===== src/rtl/sar_result_fifo.sv =====
// SAR result capture: shadows the comparator handshake and queues each
// finished 8-bit code in a first-word-fall-through FIFO with overflow status.
module sar_result_fifo #(
    parameter int DEPTH = 4,
    parameter int CW    = 16
) (
    input  logic                   clk,
    input  logic                   rst,
    input  logic                   En,
    input  logic                   Op,
    input  logic                   Om,
    input  logic [7:0]             D,
    output logic [7:0]             out_data,
    output logic                   out_valid,
    input  logic                   out_ready,
    output logic [$clog2(DEPTH):0] fifo_level,
    output logic                   overflow,
    input  logic                   clr_ovf,
    output logic [CW-1:0]          conv_count
);

    localparam int AW = $clog2(DEPTH);
    localparam int LW = AW + 1;

    logic [3:0]    r_dec_cnt;
    logic          r_cap_done;
    logic [7:0]    r_mem [DEPTH];
    logic [AW-1:0] r_wr_ptr;
    logic [AW-1:0] r_rd_ptr;
    logic [LW-1:0] r_level;
    logic          r_overflow;
    logic [CW-1:0] r_conv_count;

    logic w_push;
    logic w_pop;
    logic w_full;
    logic w_wr;
    logic w_drop;
    logic w_valid;

    assign w_push  = En && (r_dec_cnt == 4'd8) && !r_cap_done;
    assign w_valid = (r_level != '0);
    assign w_pop   = w_valid && out_ready;
    assign w_full  = (r_level == LW'(DEPTH));
    // A pop on the same edge frees the slot the full-FIFO push needs
    assign w_wr    = w_push && (!w_full || w_pop);
    assign w_drop  = w_push && w_full && !w_pop;

    always_ff @(posedge clk or negedge rst) begin
        if (!rst) begin
            r_dec_cnt  <= '0;
            r_cap_done <= 1'b0;
        end else if (!En) begin
            r_dec_cnt  <= '0;
            r_cap_done <= 1'b0;
        end else begin
            if ((Op || Om) && (r_dec_cnt != 4'd8))
                r_dec_cnt <= r_dec_cnt + 4'd1;
            if (w_push)
                r_cap_done <= 1'b1;
        end
    end

    always_ff @(posedge clk or negedge rst) begin
        if (!rst) begin
            for (int i = 0; i < DEPTH; i++)
                r_mem[i] <= '0;
            r_wr_ptr <= '0;
            r_rd_ptr <= '0;
            r_level  <= '0;
        end else begin
            if (w_wr) begin
                r_mem[r_wr_ptr] <= D;
                r_wr_ptr        <= r_wr_ptr + AW'(1);
            end
            if (w_pop)
                r_rd_ptr <= r_rd_ptr + AW'(1);
            case ({w_wr, w_pop})
                2'b10:   r_level <= r_level + LW'(1);
                2'b01:   r_level <= r_level - LW'(1);
                default: r_level <= r_level;
            endcase
        end
    end

    always_ff @(posedge clk or negedge rst) begin
        if (!rst) begin
            r_overflow   <= 1'b0;
            r_conv_count <= '0;
        end else begin
            if (w_drop)
                r_overflow <= 1'b1;
            else if (clr_ovf)
                r_overflow <= 1'b0;
            if (w_push)
                r_conv_count <= r_conv_count + CW'(1);
        end
    end

    assign out_valid  = w_valid;
    assign out_data   = w_valid ? r_mem[r_rd_ptr] : 8'h00;
    assign fifo_level = r_level;
    assign overflow   = r_overflow;
    assign conv_count = r_conv_count;

endmodule


===== config.mk =====
export PLATFORM = sky130hd
export DESIGN_NAME = sar_result_fifo
export DESIGN_NICKNAME = d
export VERILOG_FILES = /design/src/rtl/sar_result_fifo.sv
export SDC_FILE = /design/constraint.sdc
export NUM_CORES = 1
export LEC_CHECK = 0
export CORE_AREA = 3 3 84 126
export CTS_CLUSTER_DIAMETER = 120
export CTS_CLUSTER_SIZE = 28
export DETAILED_ROUTE_END_ITERATION = 10
export DIE_AREA = 0 0 87 129
export GPL_TIMING_DRIVEN = 0
export PLACE_DENSITY = 0.61
export SLEW_MARGIN = 15
export SYNTH_ARGS = -nofsm -noshare
export SYNTH_HDL_FRONTEND = slang
export SYNTH_SLANG_ARGS = --single-unit

===== constraint.sdc =====
create_clock -name clk -period 2.6 [get_ports clk]
set_input_delay 0.39 -clock clk [delete_from_list [all_inputs] [get_ports clk]]
set_output_delay 0.39 -clock clk [all_outputs]
set_load 0.05 [all_outputs]

# Yosys cells after proc, flatten, opt, wreduce, memory -nomap -nowiden
# Index checks and enable logic that the tools add are counted.
# classes
addsub,6
order_cmp,3
eq_ne,7
muxes,14
n_bitwise,2
n_reduce_logical,16
# ops
cell,n
bitwise mux 32 bit,1
two-way mux 8 bit,4
adder 16 x 1 -> 16 bit (second input constant),1
binary-select mux 8 bit (select 2 bit),1
demux 8 bit (select 2 bit),1
logical AND 1 bit,8
two-way mux 4 bit,2
greater-or-equal comparator 3 bit (second input constant),2
inverter 2 -> 3 bit,2
case mux 3 bit (2 select lines),1
adder 2 x 1 -> 2 bit (second input constant),2
adder 4 x 1 -> 4 bit (second input constant),1
equality test 4 bit (second input constant),1
two-way mux 1 bit,4
inequality test 2 x 1 -> 1 bit (second input constant),2
inequality test 4 bit (second input constant),1
nonzero test 2 bit,2
adder 3 x 1 -> 3 bit (second input constant),1
equality test 3 bit (second input constant),1
logical NOT 1 bit,3
< comparator 3 x 1 -> 1 bit (second input constant),1
nonzero test 3 bit,1
subtractor 3 x 1 -> 3 bit (second input constant),1
equality test 2 x 1 -> 1 bit (second input constant),1
other kinds (2),3
# word_totals
register_bits,61
out_inout_bits,29

# Longest topological paths before layout
# Gate-level depths: netlist of run 1.
# logic_depth
word_depth,6
ltp_mapped,11

# Least setup slack after synthesis of run 1
# No wires, ideal clock.
# synth_timing
kind,register to register
start,"register r_level[0], in the netlist fifo_level[0]"
end,"register r_level[2], in the netlist fifo_level[2]"
arrival_time_ns,2.646
required_time_ns,2.518
slack_ns,-0.128
stages_incl_launch_ff,10
path_cell_list,dfrtp_1 -> or3_1 -> clkbuf_1 -> and2_1 -> ha_1 -> inv_1 -> fa_1 -> xor2_1 -> nor2_1 -> xor2_1
# synth_via
elab_chain_cells,6
elab_cells_between_ends,12
cone_classes,add/sub (2); eq/ne (3); mux (1); reduce/logical (6)
# synth_rtl
item,line,text
"start, declared",30,logic [LW-1:0] r_level;
"start signal, assigned",79,2'b10: r_level <= r_level + LW'(1);
"start signal, assigned",80,2'b01: r_level <= r_level - LW'(1);
"start signal, assigned",81,default: r_level <= r_level;
nonzero test 3 bit *,42,assign w_valid = (r_level != '0);
net out_valid,14,"output logic out_valid,"
logical AND 1 bit *,43,assign w_pop = w_valid && out_ready;
net w_pop,35,logic w_pop;
logical OR 1 bit,46,assign w_wr = w_push && (!w_full || w_pop);
logical AND 1 bit,46,
equality test 2 x 1 -> 1 bit / equality test 2 bit (equally long branches),78,"case ({w_wr, w_pop})"
case mux 3 bit (2 select lines) / nonzero test 2 bit (equally long branches),n/a,
# The timed path passes the listed nets; every way through them passes the cells marked *.
# A chain may end at the register's enable or synchronous reset.

# Final worst setup path of run 1
# layout_timing
start,register r_rd_ptr[1]
end,output port out_data[2]
# layout_via
elab_chain_cells,5
# layout_rtl
item,line,text
"start, declared",29,logic [AW-1:0] r_rd_ptr;
"start signal, assigned",77,r_rd_ptr <= r_rd_ptr + AW'(1);
inverter 2 -> 3 bit (implied by the code),101,assign out_data = w_valid ? r_mem[r_rd_ptr] : 8'h00;
binary-select mux 8 bit (select 2 bit),101,
two-way mux 8 bit (implied by the code) (2 in a row),101,
two-way mux 8 bit,101,
"end, declared",13,"output logic [7:0] out_data,"
# Every way passes these cells. The select of a mux whose other input is x is not followed.

==> results.json, run 1 <==
{
  "outcome": "complete, no violations",
  "postCtsSetupBuffers": 0,
  "cts_buffers": 9,
  "synth.net_count": 230,
  "drive_gt1_share_pct": 24.7,
  "synth_area_per_cell_sq_um": 13.8,
  "syn_area_sq_um": 2840,
  "coreArea_sq_um": 9630,
  "via_per_inst": 4.64,
  "fin_util_pct": 39.3,
  "ir_worst_vdd_uv": 485,
  "cts_buffer_depth": 2,
  "cpPeakStageDelay_ns": 0.47,
  "finClkSkew_ns": 0.00792,
  "grt-ovfl-total": 0,
  "chipWidth_microns": 87,
  "final_cell_mix": "61 x dfrtp_1, 34 x clkdlybuf4s50_1, 31 x mux2_2",
  "ys_top_cells_by_area": "dfrtp_1 54%, mux2_2 12%, mux4_2 6.3%",
  "max_slew_margin_pct": 42.1,
  "drc": 0,
  "async_flop_share_pct": 100,
  "synthFlopType": "dfrtp_1",
  "synth_edf_count": 0,
  "num_antenna_cells": 0,
  "r2r-end": "fifo_level[2]",
  "clk_pin_slew_ns": 0.05,
  "rows": 44,
  "multi_input_area_sq_um": 1270,
  "worst_pin_slew_ns": 0.861,
  "syn_to_final_growth_pct": 33.3,
  "worstPathArrival_ns": 2.10,
  "gr-usage-met1_pct": 13.7,
  "clock.fmax_ghz": 0.402,
  "grt_max_degree": 60,
  "r2r_cells": 9,
  "die_area_sq_um": 11200,
  "setup_slack_ns": 0.110,
  "maxSlewViolCount": 0,
  "place_hpwl_mm": 3.84,
  "preCtsSetupSlack_ns": -0.137,
  "crit_chain": "clkbuf_1 > mux4_2 > and2_1 > dlygate4sd2_1",
  "crit_slowest_cell": "clkbuf_1",
  "grt_pass1_vias": 1897,
  "wl_mm": 5.62,
  "fin_nets": 286,
  "leakage_uw": 0.00181,
  "grtUsageMet2_pct": 17.7,
  "die_height_microns": 129,
  "cp_data_required_time_ns": 2.21,
  "tns_ns": 0,
  "num_vias": 1772,
  "path_class": "flop to output port",
  "timing.final.crit_period_ns": 2.49,
  "cts_tree": "built",
  "rsz0062_at_grt": "no",
  "io_pins": 44,
  "antenna_found_initial": 0,
  "crit_fanout": 9,
  "syn_inst": 206,
  "dr.pass1.iters": 3,
  "placed_cells": 365,
  "cts_root_buf": "clkbuf_16",
  "instances_no_fill": 382,
  "fin_crit_sh_pct": 95.8,
  "nFillCells": 928,
  "clk_latency_ns": 0.32,
  "ys_ff_latch": 61,
  "seq_area_sq_um": 1530,
  "cts_num_sinks": 61,
  "yosys_warnings": 0,
  "maxCapViolCount": 0,
  "power.density_nw_per_um2": 785,
  "gp_congestion": 0.663,
  "ys_types": 34,
  "setup_violations": 0,
  "use_met3_pct": 2.24,
  "portBuffers": 43,
  "cp-start-kind": "flop",
  "grt_pass1_wl_mm": 9.48,
  "htreeDepth": 3,
  "initial_core_util_pct": 29.5,
  "rrSetupSlack_ns": 0.23,
  "grt.busiest_layer": "met2",
  "drtIter0Drc": 54,
  "yosysTopAreaCell": "dfrtp_1",
  "whs_ns": 0.409,
  "hp-class": "primary input to async pin",
  "postRouteAntennaNets": 0,
  "crit_path_end_kind": "output port",
  "final_common_cell": "dfrtp_1",
  "hold_violations": 0,
  "grtUsageTotal_pct": 11.0,
  "yosysSeqAreaShare_pct": 53.7,
  "yosysTopAreaCellShare_pct": 53.7,
  "r2r-start": "fifo_level[0]",
  "post_drt_wl_per_cell_microns": 14.7
}
## final cells by class
type | count | area share (%)
inverter | 10 | 0.990
timing repair buffer | 45 | 12.0
multi-input combinational | 132 | 33.4
clock buffer | 9 | 5.94
sequential | 61 | 40.3
tap | 115 | 3.80
buffer | 3 | 0.363
clock inverter | 7 | 3.20
## sequential cells by signal, summed over array words and instances, names as in the netlist
| register | count |
|---|---|
| r_mem | 32 |
| conv_count | 16 |
| r_dec_cnt | 4 |
| fifo_level | 3 |
| r_rd_ptr | 2 |
| r_wr_ptr | 2 |
| overflow | 1 |
| r_cap_done | 1 |
## synth_stat cells, drive strengths merged, types with 2 or more instances
master,number
dfrtp,61
mux2,33
xnor2,17
nand2,13
and2,12
inv,10
ha,8
mux4,8
xor2,7
and3,6
nand4,5
o21ai,3
clkbuf,2
nand3,2
nand3b,2
nor2,2
nor3,2
## worst max path at each step
stage / from / end / slack, ns / cells after the start
5_1_grt: r_rd_ptr[0] / out_data[5] / 0.03 / 4
3_3_place_gp: rst / conv_count[6] / -0.91 / 1
2_1_floorplan: fifo_level[1] / fifo_level[2] / 0.14 / 9
3_5_place_dp: out_ready / fifo_level[2] / -0.14 / 10
4_1_cts: r_rd_ptr[0] / out_data[2] / 0.07 / 4
6_report: r_rd_ptr[1] / out_data[2] / 0.11 / 4
## cells by family after synthesis
family                     synth area share [%]
and+or+nand+nor                            11.5
muxes                                      19.8
DFF                                        53.7
buffers and inverters                      1.76
xor gates and xnor gates                   7.39
AOI/OAI and AO/OA                          1.67
adders and majority gates                  4.23
## stage by stage
| stage | total power (uW) | area (sq um) |
|---|---|---|
| after floorplan | 1430 | 2840 |
| after global placement | 1610 | 3420 |
| after detailed placement | 1630 | 3440 |
| after CTS | 3020 | 3790 |
| after global routing | 3100 | 3790 |
| final | 2980 | 3790 |
## repair_timing
action / in CTS / in global routing
hold buffers: 1 / 0
setup endpoints to repair: 8 / 0
resized for setup: 8 / 0
hold endpoints to repair: 2 / 0
## report_power, final
part / switching (uW) / internal (uW) / leakage, uW
logic: 331 / 219 / 0.000820
registers: 44.1 / 1000 / 0.000832
clock network: 440 / 938 / 0.000158
## metal layers
layer  share of wire, %  wire [microns]  vias to the layer above
met4                2.0             113                        0
met2                 51            2860                       44
met5                  0               0                        -
met1                 43            2400                      882
met3                4.4             245                       10
li1                   -               -                      836
## worst max-delay path, delay by kind of cell (launching register included)
family,cells,cell delay (ns)
and+or+nand+nor,1,0.17
DFF,1,0.32
muxes,1,0.39
buffers and inverters,2,0.89
(Power assumes the default switching activity.)
==> inputs of run 2 (changes only) <==
--- a/config.mk
+++ b/config.mk
@@ -16,3 +16,4 @@
 export SYNTH_ARGS = -nofsm -noshare
 export SYNTH_HDL_FRONTEND = slang
 export SYNTH_SLANG_ARGS = --single-unit
+export TNS_END_PERCENT = 30
==> constraint.sdc (replaced) <==
create_clock -name clk -period 2.5 [get_ports clk]
set_input_delay 0.375 -clock clk [delete_from_list [all_inputs] [get_ports clk]]
set_output_delay 0.375 -clock clk [all_outputs]
set_load 0.05 [all_outputs]
==> run 2 against run 1 <==
Utilization grew 0.14 points. Combinational power increased by 5.1%. Wire length is 0.14% higher. Die area did not move. Final area rose by 0.36%. Sequential power is 4% higher. Critical path type unchanged. Largest power group unchanged. Highest routed layer unchanged.
==> results.json, run 2 (same netlist as run 1, synthesis figures left out) <==
{
  "fin_nets": 287,
  "cts_tree": "built",
  "place_hpwl_mm": 3.84,
  "cts_root_buf": "clkbuf_16",
  "finalPower_uw": 3100,
  "antenna_found_initial": 0,
  "grt_pass1_wl_mm": 9.48,
  "cp_data_required_time_ns": 2.12,
  "chipWidth_microns": 87,
  "path_class": "flop to output port",
  "final_common_cell": "dfrtp_1",
  "power.density_nw_per_um2": 815,
  "outcome": "complete, no violations",
  "drtIter0Drc": 48,
  "ir_worst_vdd_uv": 505,
  "via_per_inst": 4.63,
  "r2r-start": "fifo_level[0]",
  "r2r-end": "fifo_level[2]",
  "io_pins": 44,
  "grt_max_degree": 60,
  "hold_violations": 0,
  "rrSetupSlack_ns": 0.19,
  "dr.pass1.iters": 3,
  "die_area_sq_um": 11200,
  "largest_register_ffs": 32,
  "crit_fanout": 10,
  "worst_pin_slew_ns": 0.861,
  "preCtsSetupSlack_ns": -0.222,
  "setup_slack_ns": 0.142,
  "rows": 44,
  "instances_no_fill": 383,
  "drive_gt1_share_pct": 25.4,
  "postRouteAntennaNets": 0,
  "grt-ovfl-total": 0,
  "maxCapViolCount": 0,
  "clock.fmax_ghz": 0.424,
  "maxSlewViolCount": 0,
  "setup_violations": 0,
  "initial_core_util_pct": 29.5,
  "fin_util_pct": 39.5,
  "worstPathArrival_ns": 1.98,
  "leakage_uw": 0.00182,
  "placed_area_sq_um": 3440,
  "clk_latency_ns": 0.32,
  "cp-start-kind": "flop",
  "final_cell_mix": "61 x dfrtp_1, 33 x clkdlybuf4s50_1, 31 x mux2_2",
  "fin_crit_sh_pct": 94.3,
  "stdcell_area_sq_um": 3800,
  "num_vias": 1775,
  "clk_pin_slew_ns": 0.05,
  "wl_mm": 5.63,
  "finClkSkew_ns": 0.00791,
  "grt_pass1_vias": 1897,
  "placed_cells": 365,
  "portBuffers": 43,
  "cts_buffer_depth": 2,
  "gp_congestion": 0.663,
  "drc": 0,
  "syn_to_final_growth_pct": 33.8,
  "timing.final.crit_period_ns": 2.36,
  "die_height_microns": 129,
  "cts_buffers": 9,
  "cts_num_sinks": 61,
  "max_slew_margin_pct": 42.1,
  "coreArea_sq_um": 9630,
  "grtUsageTotal_pct": 11.0,
  "hp-class": "primary input to async pin",
  "num_antenna_cells": 0,
  "htreeDepth": 3,
  "rsz0062_at_grt": "no",
  "crit_path_end_kind": "output port",
  "r2r_cells": 9,
  "post_drt_wl_per_cell_microns": 14.7,
  "top_register": "r_mem"
}
## run 2: cell types whose count changed in the layout (fill, tap and decap cells not counted)
cell / change
buf_4: +2
buf_2: -1
clkbuf_1: -1
clkdlybuf4s50_1: -1
dlymetal6s2s_1: +1
clkbuf_2: +1
## run 2: layer usage
metal | global-route usage [%] | share of wire, %
met1 | 13.7 | 43
met2 | 17.7 | 51
met3 | 2.24 | 4.4
met4 | 5.78 | 2.0
met5 | 0 | 0
## run 2: worst max-delay path, stage by stage, from the launching register on
cell	delay (ns)
dfrtp_1	0.32
buf_4	0.22
mux4_2	0.52
and2_1	0.17
dlygate4sd2_1	0.42
## run 2: cell type report
| class | count | area, sq um |
|---|---|---|
| Multi-Input combinational cell | 132 | 1270 |
| Inverter | 10 | 37.5 |
| Clock inverter | 7 | 121 |
| Fill cell | 927 | 5830 |
| Tap cell | 115 | 144 |
| Timing Repair Buffer | 46 | 465 |
| Clock buffer | 9 | 225 |
| Sequential cell | 61 | 1530 |
| Buffer | 3 | 17.5 |
## run 2: power breakdown
part	switching (uW)	internal (uW)	total (uW)	leakage [uW]
Sequential	46.4	1040	1090	0.000832
Clock	458	976	1430	0.000158
Combinational	344	233	578	0.000832
## run 2: worst max-delay path by stage
stage	cells past startpoint	from	end
global placement	1	rst	conv_count[6]
detailed placement	10	out_ready	fifo_level[2]
finish	4	r_rd_ptr[0]	out_data[2]
CTS	3	fifo_level[0]	out_valid
floorplan	9	fifo_level[1]	fifo_level[2]
global route	10	out_ready	fifo_level[2]
## run 2: what timing repair did
action                                  4_1_cts  5_1_grt
buffers inserted                              0        1
pin swaps                                     0        1
endpoints found under the setup margin        8        3
resized for setup                            10        1
hold buffers                                  1        0
hold endpoints to repair                      2        0
## run 2: metrics by stage
stage	hold slack (ns)	TNS, ns
final	0.394	0
after global placement	0.468	-60.60
after global routing	0.403	0
after detailed placement	0.181	-0.378
after floorplan	0.0794	0
after CTS	0.383	0
==> inputs of run 3 (changes only) <==
--- a/config.mk
+++ b/config.mk
@@ -5,11 +5,11 @@
 export SDC_FILE = /design/constraint.sdc
 export NUM_CORES = 1
 export LEC_CHECK = 0
-export CORE_AREA = 3 3 84 126
+export CORE_AREA = 3 3 102 104
 export CTS_CLUSTER_DIAMETER = 120
 export CTS_CLUSTER_SIZE = 28
 export DETAILED_ROUTE_END_ITERATION = 10
-export DIE_AREA = 0 0 87 129
+export DIE_AREA = 0 0 105 107
 export GPL_TIMING_DRIVEN = 0
 export PLACE_DENSITY = 0.61
 export SLEW_MARGIN = 15
==> run 3 against run 2 <==
Sequential power hardly changed. Highest routed layer unchanged. Largest cell class unchanged. Flip-flop and latch count unchanged. Clock skew increased by 0.0013 ns. Maximum frequency decreased by 0.81%. Critical path type unchanged. Critical endpoint is now out_data[4]. Non-clock buffer count is 1 lower.
==> results.json, run 3 (same netlist as run 1, synthesis figures left out) <==
{
  "power.density_nw_per_um2": 757,
  "setup_slack_ns": 0.122,
  "max_slew_margin_pct": 42.6,
  "path_class": "flop to output port",
  "die_area_sq_um": 11200,
  "fin_nets": 286,
  "grtUsageTotal_pct": 11.2,
  "crit_slowest_cell": "mux4_2",
  "fin_crit_sh_pct": 95.1,
  "outcome": "complete, no violations",
  "cts_root_buf": "clkbuf_8",
  "crit_path_end_kind": "output port",
  "syn_to_final_growth_pct": 31.6,
  "place_hpwl_mm": 3.86,
  "num_antenna_cells": 0,
  "instances_no_fill": 400,
  "hold_violations": 0,
  "preCtsSetupSlack_ns": -0.225,
  "stdcell_area_sq_um": 3740,
  "grt_pass1_vias": 1916,
  "worstPathBufferInverterCount": 2,
  "cts_num_sinks": 61,
  "postRouteAntennaNets": 0,
  "cp_data_required_time_ns": 2.12,
  "crit_path_start": "r_rd_ptr[0]",
  "r2r-start": "fifo_level[1]",
  "via_per_inst": 4.41,
  "final_common_cell": "dfrtp_1",
  "clk_latency_ns": 0.34,
  "coreArea_sq_um": 9640,
  "ir_worst_vdd_uv": 298,
  "drive_gt1_share_pct": 25.5,
  "placed_cells": 383,
  "timing.final.crit_period_ns": 2.38,
  "maxSlewViolCount": 0,
  "clock.fmax_ghz": 0.421,
  "portBuffers": 43,
  "cpPeakStageDelay_ns": 0.53,
  "chipWidth_microns": 105,
  "grt_pass1_wl_mm": 9.92,
  "initial_core_util_pct": 29.5,
  "final_cell_mix": "61 x dfrtp_1, 33 x clkdlybuf4s50_1, 31 x mux2_2",
  "clk_pin_slew_ns": 0.07,
  "crit_chain": "buf_4 > mux4_2 > and2_1 > dlygate4sd2_1",
  "grt_max_degree": 35,
  "htreeDepth": 3,
  "leakage_uw": 0.00179,
  "finClkSkew_ns": 0.00916,
  "worstPathArrival_ns": 2.00,
  "antenna_found_initial": 0,
  "wl_mm": 5.51,
  "rrSetupSlack_ns": 0.20,
  "crit_fanout": 10,
  "cts_buffer_depth": 2,
  "r2r-end": "fifo_level[2]",
  "cts_buffers": 9,
  "io_pins": 44,
  "largest_register_ffs": 32,
  "cts_tree": "built",
  "placed_area_sq_um": 3460,
  "r2r_cells": 9,
  "setup_violations": 0,
  "post_drt_wl_per_cell_microns": 13.8,
  "cp-start-kind": "flop",
  "cp_top_family": "buffers and inverters",
  "cp.depth": 4,
  "rows": 36,
  "fin_util_pct": 38.8,
  "num_vias": 1764,
  "holdPathStages": 1,
  "maxCapViolCount": 0,
  "dr.pass1.iters": 4,
  "drc": 0,
  "grt-ovfl-total": 0,
  "hold_end": "conv_count[15]",
  "tns_ns": 0,
  "hp-class": "flop to flop",
  "top_register": "r_mem",
  "die_height_microns": 107,
  "gp_congestion": 0.705,
  "drtIter0Drc": 62,
  "min_from": "conv_count[15]",
  "worst_pin_slew_ns": 0.855,
  "rsz0062_at_grt": "yes"
}
run 3: report_power, final:
group	internal [uW]	switching, uW
Combinational	230	305
Sequential	1040	75.1
Clock	770	410
Total	2040	790
run 3: how the worst max path moves through the flow:
stage	endpoint	slack (ns)
finish	out_data[4]	0.12
CTS	out_valid	0.003
global route	out_data[1]	-0.001
floorplan	fifo_level[2]	0.04
global placement	conv_count[15]	-1.00
detailed placement	fifo_level[2]	-0.22
run 3: stage by stage:
stage | power [uW] | hold WS (ns)
2_1_floorplan | 1490 | 0.0794
3_3_place_gp | 1680 | 0.469
3_5_place_dp | 1690 | 0.332
4_1_cts | 2880 | 0.485
5_1_grt | 2980 | 0.505
6_report | 2830 | 0.482
run 3: cell type report:
class,count,area (sq um)
fill,960,5900
sequential,61,1530
multi-input combinational,132,1270
timing repair buffer,46,458
tap,133,166
clock inverter,7,145
clock buffer,9,124
inverter,10,37.5
buffer,2,12.5
run 3: routing by layer:
layer	wire length, microns	track usage (%)	vias to the layer above
met5	0	0	-
met4	55	3.94	0
met3	251	3.97	6
met2	2760	18.0	38
met1	2440	13.9	884
li1	-	-	836
run 3: repair_timing:
| item | 4_1_cts | 5_1_grt |
|---|---|---|
| gates resized for setup | 9 | 2 |
| setup buffers | 0 | 1 |
| pin swaps | 0 | 1 |
| setup endpoints to repair | 8 | 4 |
| gates cloned | 0 | 0 |
| hold endpoints to repair | 27 | 0 |
| hold buffers | 1 | 0 |
run 3: worst reg2reg max path, stage by stage, from the launching register on:
cell and delay, ns:
dfrtp_1 0.43, or4b_4 0.56, nor3b_4 0.17, inv_1 0.05
ha_1 0.17, inv_1 0.06, fa_1 0.37, xor2_1 0.15
nor2_1 0.11, xor2_1 0.15
